===== config.mk =====
export PLATFORM = sky130hd
export DESIGN_NAME = pe_acc
export DESIGN_NICKNAME = d
export VERILOG_FILES = /design/src/rtl/pe_acc.sv
export SDC_FILE = /design/constraint.sdc
export NUM_CORES = 2
export LEC_CHECK = 0
export CORE_ASPECT_RATIO = 1.2
export CORE_MARGIN = 4
export CORE_UTILIZATION = 62
export CTS_BUF_LIST = sky130_fd_sc_hd__clkbuf_16
export CTS_CLUSTER_SIZE = 16
export DETAILED_ROUTE_END_ITERATION = 16
export PLACE_DENSITY = 0.93
export SETUP_SLACK_MARGIN = 0.2
export SYNTH_ARGS = -nofsm -noshare
export SYNTH_HDL_FRONTEND = slang
export SYNTH_SLANG_ARGS = --single-unit

===== constraint.sdc =====
create_clock -name clk -period 11.82 [get_ports clk]
set_input_delay 1.182 -clock clk [delete_from_list [all_inputs] [get_ports clk]]
set_output_delay 1.182 -clock clk [all_outputs]
set_load 0.02 [all_outputs]

===== src/rtl/pe_acc.sv =====
// pe_acc: per-lane accumulator and output stage for the PE multiplier array.
//
// Sums a programmable number of product beats (acc_len, 0 treated as 1) per
// lane into ACC_W-bit wrapping accumulators.  At the end of each group the
// sums are saturated according to Data_type and presented on a valid/ready
// output.  acc_len and Data_type are latched on the first beat of a group.
//
// Optional feature macro: PE_ACC_OUTBUF_EN
//   undefined : result is held in OUT; no beats accepted until it drains.
//   defined   : result moves to a separate output register, the FSM returns
//               straight to IDLE, and accumulation continues while the
//               previous result waits.
//
// Ports:
//   clk          clock, rising edge
//   rst          synchronous reset, active low
//   Data_type    saturation mode (00: 8-bit, 01: 16-bit, 1x: none)
//   acc_len      beats per group
//   in_vld       product beat valid
//   in_rdy       block can accept a beat
//   mul_out_dat  product beat, lane i = [i*IN_W +: IN_W], signed
//   out_vld      result valid
//   out_rdy      downstream accepts the result
//   out_dat      results, lane i = [i*ACC_W +: ACC_W], signed
//   busy         group in progress or result pending
//
// state | meaning
// IDLE  | waiting for the first beat of a group
// ACC   | accumulating beats 2..len
// OUT   | result presented, waiting for out_rdy (unbuffered build only)

module pe_acc #(
    parameter int LANES = 16,
    parameter int IN_W  = 20,
    parameter int ACC_W = 32,
    parameter int CNT_W = 16
) (
    input  logic                     clk,
    input  logic                     rst,
    input  logic [1:0]               Data_type,
    input  logic [CNT_W-1:0]         acc_len,
    input  logic                     in_vld,
    output logic                     in_rdy,
    input  logic [LANES*IN_W-1:0]    mul_out_dat,
    output logic                     out_vld,
    input  logic                     out_rdy,
    output logic [LANES*ACC_W-1:0]   out_dat,
    output logic                     busy
);

    typedef enum logic [1:0] {
        IDLE = 2'd0,
        ACC  = 2'd1,
        OUT  = 2'd2
    } state_t;

    localparam logic signed [ACC_W-1:0] S8_MAX  = ACC_W'(127);
    localparam logic signed [ACC_W-1:0] S8_MIN  = -ACC_W'(128);
    localparam logic signed [ACC_W-1:0] S16_MAX = ACC_W'(32767);
    localparam logic signed [ACC_W-1:0] S16_MIN = -ACC_W'(32768);

    state_t state;
    state_t state_nxt;

    logic [CNT_W-1:0]       cnt;
    logic [CNT_W-1:0]       len_l;
    logic [CNT_W-1:0]       len_in;
    logic [1:0]             dt_l;
    logic [1:0]             dt_use;
    logic [LANES*ACC_W-1:0] acc;
    logic [LANES*ACC_W-1:0] sum_nxt;
    logic [LANES*ACC_W-1:0] sat_nxt;
    logic [LANES*ACC_W-1:0] res;
    logic                   accept;
    logic                   last_beat;
`ifdef PE_ACC_OUTBUF_EN
    logic                   res_vld;
`endif

    function automatic logic [ACC_W-1:0] saturate(input logic signed [ACC_W-1:0] v,
                                                  input logic [1:0] dt);
        logic [ACC_W-1:0] r;
        r = v;
        case (dt)
            2'b00: begin
                if (v > S8_MAX)       r = S8_MAX;
                else if (v < S8_MIN)  r = S8_MIN;
            end
            2'b01: begin
                if (v > S16_MAX)      r = S16_MAX;
                else if (v < S16_MIN) r = S16_MIN;
            end
            default: r = v;
        endcase
        return r;
    endfunction

    assign len_in = (acc_len == '0) ? CNT_W'(1) : acc_len;
    // The first beat of a group uses the live settings; later beats the latched ones.
    assign dt_use = (state == IDLE) ? Data_type : dt_l;
    assign accept = in_vld && in_rdy;

    always_comb begin
        last_beat = 1'b0;
        case (state)
            IDLE:    last_beat = (len_in == CNT_W'(1));
            ACC:     last_beat = (cnt == len_l - CNT_W'(1));
            default: last_beat = 1'b0;
        endcase
    end

    always_comb begin
        sum_nxt = '0;
        sat_nxt = '0;
        for (int i = 0; i < LANES; i++) begin
            logic [ACC_W-1:0] base;
            logic [ACC_W-1:0] ext;
            base = (state == IDLE) ? '0 : acc[i*ACC_W +: ACC_W];
            ext  = {{(ACC_W-IN_W){mul_out_dat[i*IN_W+IN_W-1]}}, mul_out_dat[i*IN_W +: IN_W]};
            sum_nxt[i*ACC_W +: ACC_W] = base + ext;
            sat_nxt[i*ACC_W +: ACC_W] = saturate(sum_nxt[i*ACC_W +: ACC_W], dt_use);
        end
    end

    always_ff @(posedge clk) begin
        if (!rst) state <= IDLE;
        else      state <= state_nxt;
    end

    always_comb begin
        state_nxt = state;
        in_rdy    = 1'b0;
        out_vld   = 1'b0;
        busy      = 1'b0;
`ifdef PE_ACC_OUTBUF_EN
        // Only a completing beat needs the output register free; the term is
        // combinational on out_rdy so a drain and a load can share a cycle.
        in_rdy  = rst && !(last_beat && res_vld && !out_rdy);
        out_vld = res_vld;
        busy    = (state != IDLE) || res_vld;
        case (state)
            IDLE:    if (accept) state_nxt = last_beat ? IDLE : ACC;
            ACC:     if (accept && last_beat) state_nxt = IDLE;
            default: state_nxt = IDLE;
        endcase
`else
        in_rdy  = rst && (state != OUT);
        out_vld = (state == OUT);
        busy    = (state != IDLE);
        case (state)
            IDLE:    if (accept) state_nxt = last_beat ? OUT : ACC;
            ACC:     if (accept && last_beat) state_nxt = OUT;
            OUT:     if (out_rdy) state_nxt = IDLE;
            default: state_nxt = IDLE;
        endcase
`endif
    end

    always_ff @(posedge clk) begin
        if (!rst) begin
            acc   <= '0;
            cnt   <= '0;
            len_l <= '0;
            dt_l  <= '0;
            res   <= '0;
`ifdef PE_ACC_OUTBUF_EN
            res_vld <= 1'b0;
`endif
        end else begin
            if (accept) begin
                acc <= sum_nxt;
                if (state == IDLE) begin
                    cnt   <= CNT_W'(1);
                    len_l <= len_in;
                    dt_l  <= Data_type;
                end else begin
                    cnt <= cnt + CNT_W'(1);
                end
                if (last_beat) res <= sat_nxt;
            end
`ifdef PE_ACC_OUTBUF_EN
            if (accept && last_beat) res_vld <= 1'b1;
            else if (out_rdy)        res_vld <= 1'b0;
`endif
        end
    end

    assign out_dat = res;

endmodule


==> out/results.ini <==
[run_status]
status = finished clean

[clock_network]
cts_resized = 0
clk_pin_slew_worst_paths_ps = 70
hold_buffers = 0
post_cts_buffers = 0
clk_latency_ps = 760
clock-sinks = 1060
clock_path_buffers = 3
cts-htree-levels = 3
cts_tree = yes
clockRootBuffer = clkbuf_16
cts_buffers = 110

[worst_setup_path]
cp.arrival_ps = 8790
r2r_setup_slack_ps = 3600
worstReg2RegStart = state[1]
r2r_end = out_dat[241]
start_kind = register
critPathRequiredTime_ps = 12390
startpoint = state[1]
timing_worst_setup_path_type = register to register
endpoint = out_dat[241]
crit_fanout = 120
cp-end-kind = register
rr_worst_depth = 23

[timing]
rsz0062_at_grt = false
setup_viol = 0
hold_viol = 0
drv_slew = 0
fmaxAchievable_ghz = 0.1217
slew_headroom_pct = 11.20
min_period_over_period_pct = 69.55
worst_pin_slew_ps = 1322
fin_skew_ps = 35.85
min_period_ps = 8220
tns_ps = 0

[yosys]
yosys_warnings = 0
synth_cell_types = 119
ys_ff_latch = 1060
synth_edf_count = 0
synth_area_um2 = 75340
async_flop_share_pct = 0
syn_area_per_cell_um2 = 7.457
synth_top_flop_cell = dfxtp_1
syn_nets = 10990
ys_seq_area_share_pct = 28.17
syn_inst = 10100

[power_and_ir_drop]
p_clk_share_pct = 39.6
p_comb_share_pct = 21.2
power_density_nw_per_um2 = 110.3
p_leak_nw = 35.75
power_switching_w = 0.003082
ir_worst_vdd_uv = 114.3
switching_share_pct = 31.74
internal-power_w = 0.006627
p_seq_share_pct = 39.2

[worst_hold_path]
min_delay_path_depth = 2
hold_start = acc[308]
hp-class = register to register

[die]
num_io_pins = 857
dieArea_um2 = 127200
fp.dieH_um = 389.9
start_util_pct = 62.69
rows = 139
core_region_area_um2 = 120200
fp.dieW_um = 326.2

[global_route]
grt_use_total_pct = 43.62
grt-ovfl-total = 0
antenna_found_initial = 35
grt_pass1_vias = 77370
grt_max_degree = 222
grt_first_pass_wirelength_um = 444700

[drt]
drt.antenna.violating_nets = 0
avgRoutedWirePerCell_um = 24.00
route.detailed.drc = 0
drt_iter0_drc = 9185
via_per_inst = 6.690
routed_wl_um = 294200
num_vias = 82000
first_pass_iters = 7

[job]
drv_cap = 0

[cells_and_area]
nNetsFinal = 11400
fin_cells = 12260
drive_gt1_share_pct = 4.028
syn_to_final_growth_pct = 16.84

[placed_design]
dp.final_hpwl_um = 217200
port_buffers = 856
place_congestion = 1.025
place_inst = 12020

worst max-delay path, stage by stage (launching register included):
cell	delay (ps)
dfxtp_1	340
nor2_1	570
inv_8	390
buf_4	580
and2_1	340
ha_1	370
o21ai_0	110
o21bai_1	290
o211ai_1	250
a2111oi_0	860
nor3_1	140
nor2_1	230
nand4_1	130
nor4_1	200
nand3_1	90
or4_1	570
or4_1	570
ha_1	340
nand2_1	80
nand2_1	60
nand2_1	250
o21ai_0	130
nor2_1	880
a21oi_1	170
state kept, by name (all words and copies together) (netlist names):
name and flops:
acc 512, out_dat 512, cnt 16, len_l 16, dt_l 2, state 2
kinds of logic (layout without fill, tap and decap cells):
group / after synthesis / in the layout / share of synthesized area (%)
AND/OR/NAND/NOR: 3996 / 3996 / 26.35
AO/OA/AOI/OAI: 3240 / 3240 / 26.37
flip-flops: 1060 / 1060 / 28.17
buffers and inverters: 757 / 1255 / 3.956
adder cells (fa/ha/maj): 546 / 546 / 9.227
XOR/XNOR: 473 / 473 / 5.509
multiplexers: 31 / 31 / 0.4202
other: 0 / 34 / 0
area by class of cell:
| class | instances | area [um^2] |
|---|---|---|
| Multi-Input combinational cell | 8286 | 51240 |
| Fill cell | 9429 | 32150 |
| Sequential cell | 1060 | 21220 |
| Timing Repair Buffer | 908 | 9014 |
| Clock buffer | 114 | 2853 |
| Tap cell | 1621 | 2028 |
| Clock inverter | 91 | 1042 |
| Inverter | 142 | 541.8 |
| Antenna cell | 34 | 85.08 |
through the flow:
| stage | util (%) | setup WS (ps) | cell area, um^2 | power (W) | hold slack, ps |
|---|---|---|---|---|---|
| after detailed placement | 69.94 | 3811 | 84050 | 0.005858 | 440.0 |
| after floorplan | - | 5013 | 75340 | 0.005204 | 429.5 |
| after global routing | 73.21 | 3026 | 87990 | 0.01001 | 465.3 |
| final | 73.25 | 3600 | 88030 | 0.009709 | 447.1 |
| after CTS | 73.18 | 3783 | 87940 | 0.009633 | 449.1 |
| after global placement | 69.94 | 3965 | 84050 | 0.005811 | 436.2 |
power groups by stage:
stage / combinational (W) / sequential [W] / clock [W]
3_3_place_gp: 0.00193 / 0.00388 / 0
3_5_place_dp: 0.00197 / 0.00388 / 0
4_1_cts: 0.00199 / 0.00381 / 0.00383
2_1_floorplan: 0.00134 / 0.00386 / 0
5_1_grt: 0.00221 / 0.00383 / 0.00397
6_report: 0.00206 / 0.00381 / 0.00384
cell usage after synthesis, types with 18 or more instances:
| library cell | number | area, um^2 |
|---|---|---|
| nor2b_1 | 53 | 331.6 |
| clkbuf_1 | 522 | 1959 |
| a211o_1 | 34 | 297.8 |
| or4_1 | 40 | 300.3 |
| a211oi_1 | 192 | 1441 |
| o21a_1 | 79 | 593.1 |
| a21boi_0 | 26 | 195.2 |
| o221ai_1 | 18 | 157.7 |
| and4_1 | 34 | 297.8 |
| o211ai_1 | 115 | 863.3 |
| xnor2_1 | 265 | 2321 |
| o31ai_1 | 31 | 232.7 |
| o21bai_1 | 60 | 450.4 |
| o21ai_0 | 1120 | 5605 |
| nor2_1 | 515 | 1933 |
| a311oi_1 | 23 | 201.4 |
| o2111ai_1 | 24 | 210.2 |
| ha_1 | 530 | 6631 |
| a31oi_1 | 124 | 775.7 |
| a21o_1 | 171 | 1284 |
| nand3b_1 | 25 | 187.7 |
| nand4_1 | 168 | 1051 |
| a21oi_1 | 906 | 4534 |
| xor2_1 | 207 | 1813 |
| a221oi_1 | 23 | 201.4 |
| nor4_1 | 77 | 481.7 |
| a2111oi_0 | 21 | 183.9 |
| or3_1 | 43 | 269.0 |
| and3_1 | 76 | 475.5 |
| or2_2 | 33 | 206.5 |
| nand2_1 | 1328 | 4985 |
| nand3_1 | 658 | 3293 |
| nand2b_1 | 144 | 900.9 |
| inv_1 | 142 | 533.0 |
| mux2i_1 | 26 | 260.3 |
| a21oi_2 | 20 | 175.2 |
| nor3_1 | 143 | 715.7 |
| buf_1 | 32 | 120.1 |
| buf_2 | 47 | 235.2 |
| nor3b_1 | 18 | 135.1 |
| dfxtp_1 | 1060 | 21220 |
| and2_1 | 564 | 3528 |
routing by layer:
metal  GRT usage (%)  wire, um  vias up
met5               0        82        -
met4           32.53     25570       12
met3           9.701     30090     1213
met2           69.30    129600     4897
met1           51.68    108900    38440
li1                -         -    37430
cells in the final DEF, fill, tap and decap left out, types with 23 or more instances in the layout:
cell and n:
a211o_1 34, diode_2 34, nand4_1 168, clkbuf_16 114, o21ai_0 1120, buf_4 48, o31ai_1 31, xor2_1 207
o21bai_1 58, ha_1 530, and2_1 562, a221oi_1 23, or2_2 33, nor2b_1 53, and3_1 75, a211oi_1 192
mux2i_1 25, nor3_1 143, clkdlybuf4s50_1 855, o211ai_1 115, or3_1 43, nand3b_1 25, or4_1 40, a21o_1 171
a21boi_0 26, nand3_1 658, a31oi_1 124, o2111ai_1 24, inv_1 147, xnor2_1 265, a21oi_1 906, nand2_1 1321
and4_1 34, nand2b_1 144, o21a_1 79, nor2_1 513, dfxtp_1 1060, nor4_1 77
how the worst min path moves through the flow:
stage / to / slack (ps)
floorplan: acc[100] / 430
global placement: acc[42] / 440
detailed placement: acc[184] / 440
CTS: acc[388] / 450
global route: acc[399] / 470
finish: acc[308] / 450
(Power assumes the default switching activity.)
